`src/rtl/jtbubl_romarb_pkg.sv`:
```
// Shared types and constants for the Bubble Bobble graphics ROM arbiter.
// Holds the arbiter FSM state type, requester indices and the watchdog limit.
// No ports; imported by jtbubl_romarb and jtbubl_romarb_slot.
package jtbubl_romarb_pkg;

  typedef enum logic [1:0] {
    IDLE  = 2'd0,
    ISSUE = 2'd1,
    WAIT  = 2'd2,
    DONE  = 2'd3
  } state_t;

  // Requester indices, also used as the grant / last-served encoding.
  localparam logic SCR = 1'b0;
  localparam logic OBJ = 1'b1;

  // WAIT cycles allowed before the optional watchdog gives up on rom_ok.
  localparam logic [7:0] TIMEOUT_LIMIT = 8'd255;

endpackage

```
`src/rtl/jtbubl_romarb_slot.sv`:
```
// Per-requester hold: tag, valid bit and data word of the last ROM access made
// for that requester, plus the registered ok flag against its current address.
// Ports: cs/addr from the requester; wr/wr_addr/wr_data from the arbiter;
// data/ok back to the requester; hit (combinational) tells the arbiter there
// is nothing to fetch.
module jtbubl_romarb_slot
  import jtbubl_romarb_pkg::*;
#(
  parameter int AW = 18,
  parameter int DW = 32
) (
  input  logic          clk,
  input  logic          rst_n,
  input  logic          cs,
  input  logic [AW-1:0] addr,
  input  logic          wr,
  input  logic [AW-1:0] wr_addr,
  input  logic [DW-1:0] wr_data,
  output logic [DW-1:0] data,
  output logic          ok,
  output logic          hit
);

  logic [AW-1:0] tag;
  logic          valid;

  // The held word belongs to the address the requester is presenting now.
  assign hit = valid && (tag == addr);

  always_ff @(posedge clk or negedge rst_n) begin
    if (!rst_n) begin
      tag   <= '0;
      valid <= 1'b0;
      data  <= '0;
      ok    <= 1'b0;
    end else begin
      // Written even if the requester has moved on; ok then stays low
      // through the tag compare rather than by discarding the word.
      if (wr) begin
        tag   <= wr_addr;
        valid <= 1'b1;
        data  <= wr_data;
      end
      ok <= hit && cs;
    end
  end

endmodule

```
`src/rtl/jtbubl_romarb.sv`:
```
// Round-robin arbiter sharing one graphics SDRAM port between the tile (scr)
// and object (obj) fetchers; each gets its last word held with an ok flag.
// Ports: scr_*/obj_* requester channels, rom_* SDRAM channel, clk/rst_n.
// Optional macro JTBUBL_ROMARB_TIMEOUT_EN adds a WAIT watchdog and a 1-cycle
// timeout output pulse; without it WAIT lasts until rom_ok.
module jtbubl_romarb
  import jtbubl_romarb_pkg::*;
#(
  parameter int AW = 18,
  parameter int DW = 32
) (
  input  logic          clk,
  input  logic          rst_n,
  input  logic          scr_cs,
  input  logic [AW-1:0] scr_addr,
  output logic [DW-1:0] scr_data,
  output logic          scr_ok,
  input  logic          obj_cs,
  input  logic [AW-1:0] obj_addr,
  output logic [DW-1:0] obj_data,
  output logic          obj_ok,
`ifdef JTBUBL_ROMARB_TIMEOUT_EN
  output logic          timeout,
`endif
  output logic          rom_cs,
  output logic [AW-1:0] rom_addr,
  input  logic [DW-1:0] rom_data,
  input  logic          rom_ok
);

  state_t        state, state_nxt;
  logic          grant, grant_nxt, last;
  logic          scr_hit, obj_hit;
  logic          scr_pend, obj_pend, any_pend;
  logic          expire, done_wr;
  logic [DW-1:0] wr_data;

  assign scr_pend = scr_cs && !scr_hit;
  assign obj_pend = obj_cs && !obj_hit;
  assign any_pend = scr_pend || obj_pend;

  // On a tie the requester not served last wins.
  always_comb begin
    grant_nxt = SCR;
    if (scr_pend && obj_pend) grant_nxt = (last == SCR) ? OBJ : SCR;
    else if (obj_pend)        grant_nxt = OBJ;
  end

`ifdef JTBUBL_ROMARB_TIMEOUT_EN
  logic [7:0] wdog;

  // wdog is 0 in the first WAIT cycle, so LIMIT-1 marks the LIMIT-th one.
  assign expire = (state == WAIT) && !rom_ok && (wdog == TIMEOUT_LIMIT - 8'd1);

  always_ff @(posedge clk or negedge rst_n) begin
    if (!rst_n) begin
      wdog    <= '0;
      timeout <= 1'b0;
    end else begin
      wdog    <= (state == WAIT) ? wdog + 8'd1 : 8'd0;
      timeout <= expire;
    end
  end
`else
  assign expire = 1'b0;
`endif

  // rom_ok is only believed in WAIT: in ISSUE it may still describe the
  // previous address.
  assign done_wr = (state == WAIT) && (rom_ok || expire);
  assign wr_data = expire ? '0 : rom_data;

  always_comb begin
    state_nxt = state;
    case (state)
      IDLE:    if (any_pend) state_nxt = ISSUE;
      ISSUE:   state_nxt = WAIT;
      WAIT:    if (rom_ok || expire) state_nxt = DONE;
      DONE:    state_nxt = IDLE;
      default: state_nxt = IDLE;
    endcase
  end

  always_ff @(posedge clk or negedge rst_n) begin
    if (!rst_n) state <= IDLE;
    else        state <= state_nxt;
  end

  // rom_cs/rom_addr are loaded on the IDLE->ISSUE edge so they are already
  // on the bus during ISSUE, and are frozen until the word is captured.
  always_ff @(posedge clk or negedge rst_n) begin
    if (!rst_n) begin
      grant    <= SCR;
      last     <= OBJ;
      rom_cs   <= 1'b0;
      rom_addr <= '0;
    end else begin
      if (state == IDLE && any_pend) begin
        grant    <= grant_nxt;
        last     <= grant_nxt;
        rom_cs   <= 1'b1;
        rom_addr <= (grant_nxt == OBJ) ? obj_addr : scr_addr;
      end
      if (done_wr) rom_cs <= 1'b0;
    end
  end

  jtbubl_romarb_slot #(.AW(AW), .DW(DW)) u_scr_slot (
    .clk     (clk),
    .rst_n   (rst_n),
    .cs      (scr_cs),
    .addr    (scr_addr),
    .wr      (done_wr && grant == SCR),
    .wr_addr (rom_addr),
    .wr_data (wr_data),
    .data    (scr_data),
    .ok      (scr_ok),
    .hit     (scr_hit)
  );

  jtbubl_romarb_slot #(.AW(AW), .DW(DW)) u_obj_slot (
    .clk     (clk),
    .rst_n   (rst_n),
    .cs      (obj_cs),
    .addr    (obj_addr),
    .wr      (done_wr && grant == OBJ),
    .wr_addr (rom_addr),
    .wr_data (wr_data),
    .data    (obj_data),
    .ok      (obj_ok),
    .hit     (obj_hit)
  );

endmodule

```
`config.mk`:
```
export PLATFORM = sky130hd
export DESIGN_NAME = jtbubl_romarb
export DESIGN_NICKNAME = d
export VERILOG_FILES = /design/src/rtl/jtbubl_romarb_pkg.sv /design/src/rtl/jtbubl_romarb_slot.sv /design/src/rtl/jtbubl_romarb.sv
export SDC_FILE = /design/constraint.sdc
export NUM_CORES = 1
export LEC_CHECK = 0
export CORE_ASPECT_RATIO = 0.7
export CORE_UTILIZATION = 30
export DETAILED_ROUTE_END_ITERATION = 7
export PLACE_DENSITY = 0.53
export SLEW_MARGIN = 20
export SYNTH_ARGS = -nofsm -noshare
export SYNTH_HDL_FRONTEND = slang
export SYNTH_SLANG_ARGS = --single-unit
```
`constraint.sdc`:
```
create_clock -name clk -period 3.3 [get_ports clk]
set_clock_uncertainty 0.15 [all_clocks]
set_input_delay 0.66 -clock clk [delete_from_list [all_inputs] [get_ports clk]]
set_output_delay 0.66 -clock clk [all_outputs]
set_load 0.02 [all_outputs]
```
==> impl_metrics.env <==
export IMPL_status="finished, final reports clean"
export IMPL_use_met3=0.0786
export IMPL_final_antenna_net_count=0
export IMPL_die_x_um=164
export IMPL_busiest_layer="met2"
export IMPL_synthesis_nets=484
export IMPL_required_ns=3.43
export IMPL_synth_ff_type="dfrtp_1"
export IMPL_io_pins=158
export IMPL_dpl_cell_area_mm2=0.00741
export IMPL_cts_buffers_inserted=17
export IMPL_cp_arrival_ns=2.88
export IMPL_max_stage_delay_ns=0.58
export IMPL_crit_buf_inv=1
export IMPL_setup_violations=0
export IMPL_ys_seq_area_frac=0.578
export IMPL_cts_hold_buf=0
export IMPL_setup_ws_ns=0.550
export IMPL_finalCritPeriodShare=0.833
export IMPL_grt_pass1_vias=4198
export IMPL_irDropWorstVdd_mv=0.467
export IMPL_antenna_found_initial=0
export IMPL_pre_cts_slack_ns=0.197
export IMPL_num_rows=41
export IMPL_layout_cells_non_filler=829
export IMPL_met1_usage=0.229
export IMPL_period_minus_slack_ns=2.75
export IMPL_drc=0
export IMPL_cp_cell_sequence="clkdlybuf4s50_1, xnor2_1, nand4_1, or4_4, o211a_4, o21ai_0, a31oi_1"
export IMPL_grt_usage=0.168
export IMPL_post_cts_buffers=0
export IMPL_rsz0062_at_grt="false"
export IMPL_yosys_top_cells_area="dfrtp_1 (57%), mux2_2 (21%), xnor2_1 (5.1%)"
export IMPL_cp_top_family="simple AND/OR/NAND/NOR gates"
export IMPL_stdcell_area_mm2=0.00799
export IMPL_slew_headroom=0.463
export IMPL_area_growth_pct=45.3
export IMPL_drt_initial_drc_count=270
export IMPL_netlist_instances=409
export IMPL_globalRoute_totalOverflow=0
export IMPL_async_reset_ff_frac=1.00
export IMPL_cts_sinks=127
export IMPL_syn_avg_cell_area_um2=13.4
export IMPL_cts_resized_gates=0
export IMPL_p_total_uw=8410
export IMPL_cts_root_buf="clkbuf_16"
export IMPL_crit_fanout=19
export IMPL_grt_pass1_wl_um=23600
export IMPL_insertion_delay_ns=0.41
export IMPL_detail_route_wirelength_um=15100
export IMPL_max_freq_mhz=364
export IMPL_crit_path_top_delay_cell="or4_4"
export IMPL_num_vias=4061
export IMPL_io_buffers=157
export IMPL_synth_area_mm2=0.00550
export IMPL_clk_path_buf_depth=2
export IMPL_place_gp_congestion=0.789
export IMPL_layout_nets=655
export IMPL_tightest_slew_ns=0.806
export IMPL_grt_start_max_net_pins=63
export IMPL_synth_top_area_cell="dfrtp_1"
export IMPL_coreArea_mm2=0.0180
export IMPL_synth_top_area_frac=0.573
export IMPL_hpwl_um=10400
export IMPL_initial_core_util=0.306
export IMPL_yosys_warnings=0
export IMPL_first_pass_iters=5
export IMPL_synth_cell_types=36
export IMPL_viasPerCell=4.90
export IMPL_antenna_diode_count=0
export IMPL_drt_wirelength_per_cell_um=18.3
export IMPL_startpoint_type="input pin"
export IMPL_hold_class="in -> async"
export IMPL_dp_cells=797
export IMPL_power_density_mw_per_mm2=1050
export IMPL_cts_tree="yes"
export IMPL_critPathKind="in -> reg"
export IMPL_synth_edf_count=0
export IMPL_clkTransAtPathRegs_ns=0.06
export IMPL_dieHeight_um=115
export IMPL_cts_htree_levels=4
export IMPL_hold_violations=0
export IMPL_nFillCells=1650
export IMPL_dieArea_mm2=0.0189
export IMPL_grtUsageMet2=0.237
export IMPL_drive_gt1_frac=0.265
export IMPL_cap_viol_max_count=0
export IMPL_crit_path_end_kind="flip-flop"
export IMPL_p_leak_uw=0.00320
export IMPL_fin_tns_setup_ns=0
export IMPL_drv_slew=0
export IMPL_synth_seq_cells=127
[where the power goes]
group          switching, µW  internal, µW
Sequential               531          2350
Clock                    681          1180
Combinational           1750          1920
[worst paths after layout]
| path | start | to | slack [ns] | cells after the start |
|---|---|---|---|---|
| min | rst_n | u_scr_slot.data[19]$_DFFE_PN0P_ | 0.19 | 1 |
| min reg2reg | state[0]$_DFFE_PN0P_ | state[0]$_DFFE_PN0P_ | 0.35 | 1 |
| max | scr_addr[5] | rom_addr[3]$_DFFE_PN0P_ | 0.55 | 7 |
| max in group asynchronous | rst_n | u_obj_slot.tag[1]$_DFFE_PN0P_ | 2.04 | 2 |
| max reg2reg | u_scr_slot.tag[8]$_DFFE_PN0P_ | rom_addr[3]$_DFFE_PN0P_ | 0.92 | 6 |
| min in group clk | state[0]$_DFFE_PN0P_ | state[0]$_DFFE_PN0P_ | 0.35 | 1 |
[layout by cell type (no fill, tap or decap), types with 6 or more instances in the layout]
cell type / count
nand4_1: 16
nor3_1: 19
xnor2_1: 32
clkdlybuf4s50_1: 156
o21ai_0: 16
dfrtp_1: 126
a31oi_1: 18
buf_4: 13
mux2_2: 103
nor2_1: 7
nand3_1: 18
clkbuf_16: 17
clkinv_2: 6
[final cells by class]
cell class              count  area, µm²  share of cell area
well taps                 236        295              0.0370
inverters                   4       15.0             0.00188
clock buffers              20        437              0.0547
multi-input cells         259       2220               0.278
flip-flops and latches    127       3180               0.398
repair buffers            171       1700               0.213
clock inverters            12        144              0.0180
[routing by layer]
layer / share of wire / routed length (µm) / vias to the layer above
met5: 0 / 0 / -
met4: 0.0080 / 121 / 0
met1: 0.45 / 6890 / 2031
li1: - / - / 1839
met3: 0.12 / 1790 / 10
met2: 0.42 / 6350 / 181
[logic make-up (layout without fill, tap and decap cells)]
group | after synthesis | in the layout | share of synthesized area
AOI/OAI and AO/OA | 46 | 46 | 0.0587
xor gates and xnor gates | 36 | 36 | 0.0573
and+or+nand+nor | 72 | 72 | 0.0710
muxes | 103 | 103 | 0.211
buffers and inverters | 23 | 207 | 0.0193
DFF | 127 | 127 | 0.578
adders and majority gates | 2 | 2 | 0.00455
[stage by stage]
| step | util | hold WS, ns |
|---|---|---|
| 2_1_floorplan | - | 0.214 |
| 3_3_place_gp | 0.413 | 0.322 |
| 3_5_place_dp | 0.413 | 0.331 |
| 4_1_cts | 0.445 | 0.210 |
| 5_1_grt | 0.445 | 0.243 |
| 6_report | 0.445 | 0.188 |
[Yosys cell counts, types with 2 or more instances]
cell and number:
dfrtp_1 126, mux2_2 103, xnor2_1 32, nand3_1 19, nor3_1 19, a31oi_1 18, nand4_1 16, o21ai_0 16
clkbuf_1 11, nor2_1 7, inv_1 4, xor2_1 4, buf_2 3, nand2_1 3, o21ai_1 3, a41oi_2 2
buf_1 2, ha_1 2, nand2b_1 2
[worst register-to-register path, cell delays in order, from the launching register on]
cell     delay, ns
dfrtp_1       0.40
xnor2_1       0.27
nand4_1       0.15
or4_4         0.61
o211a_4       0.35
o21ai_0       0.21
a31oi_1       0.12
[registers in the layout (all words and copies together), names as in the netlist]
name              cells
u_obj_slot.data      32
u_scr_slot.data      32
u_obj_slot.ok         1
grant                 1
u_obj_slot.tag       18
u_scr_slot.tag       18
u_scr_slot.valid      1
last                  1
u_scr_slot.ok         1
rom_addr             18
u_obj_slot.valid      1
rom_cs                1
state                 2
No activity file was read; power rests on OpenSTA's default activity.
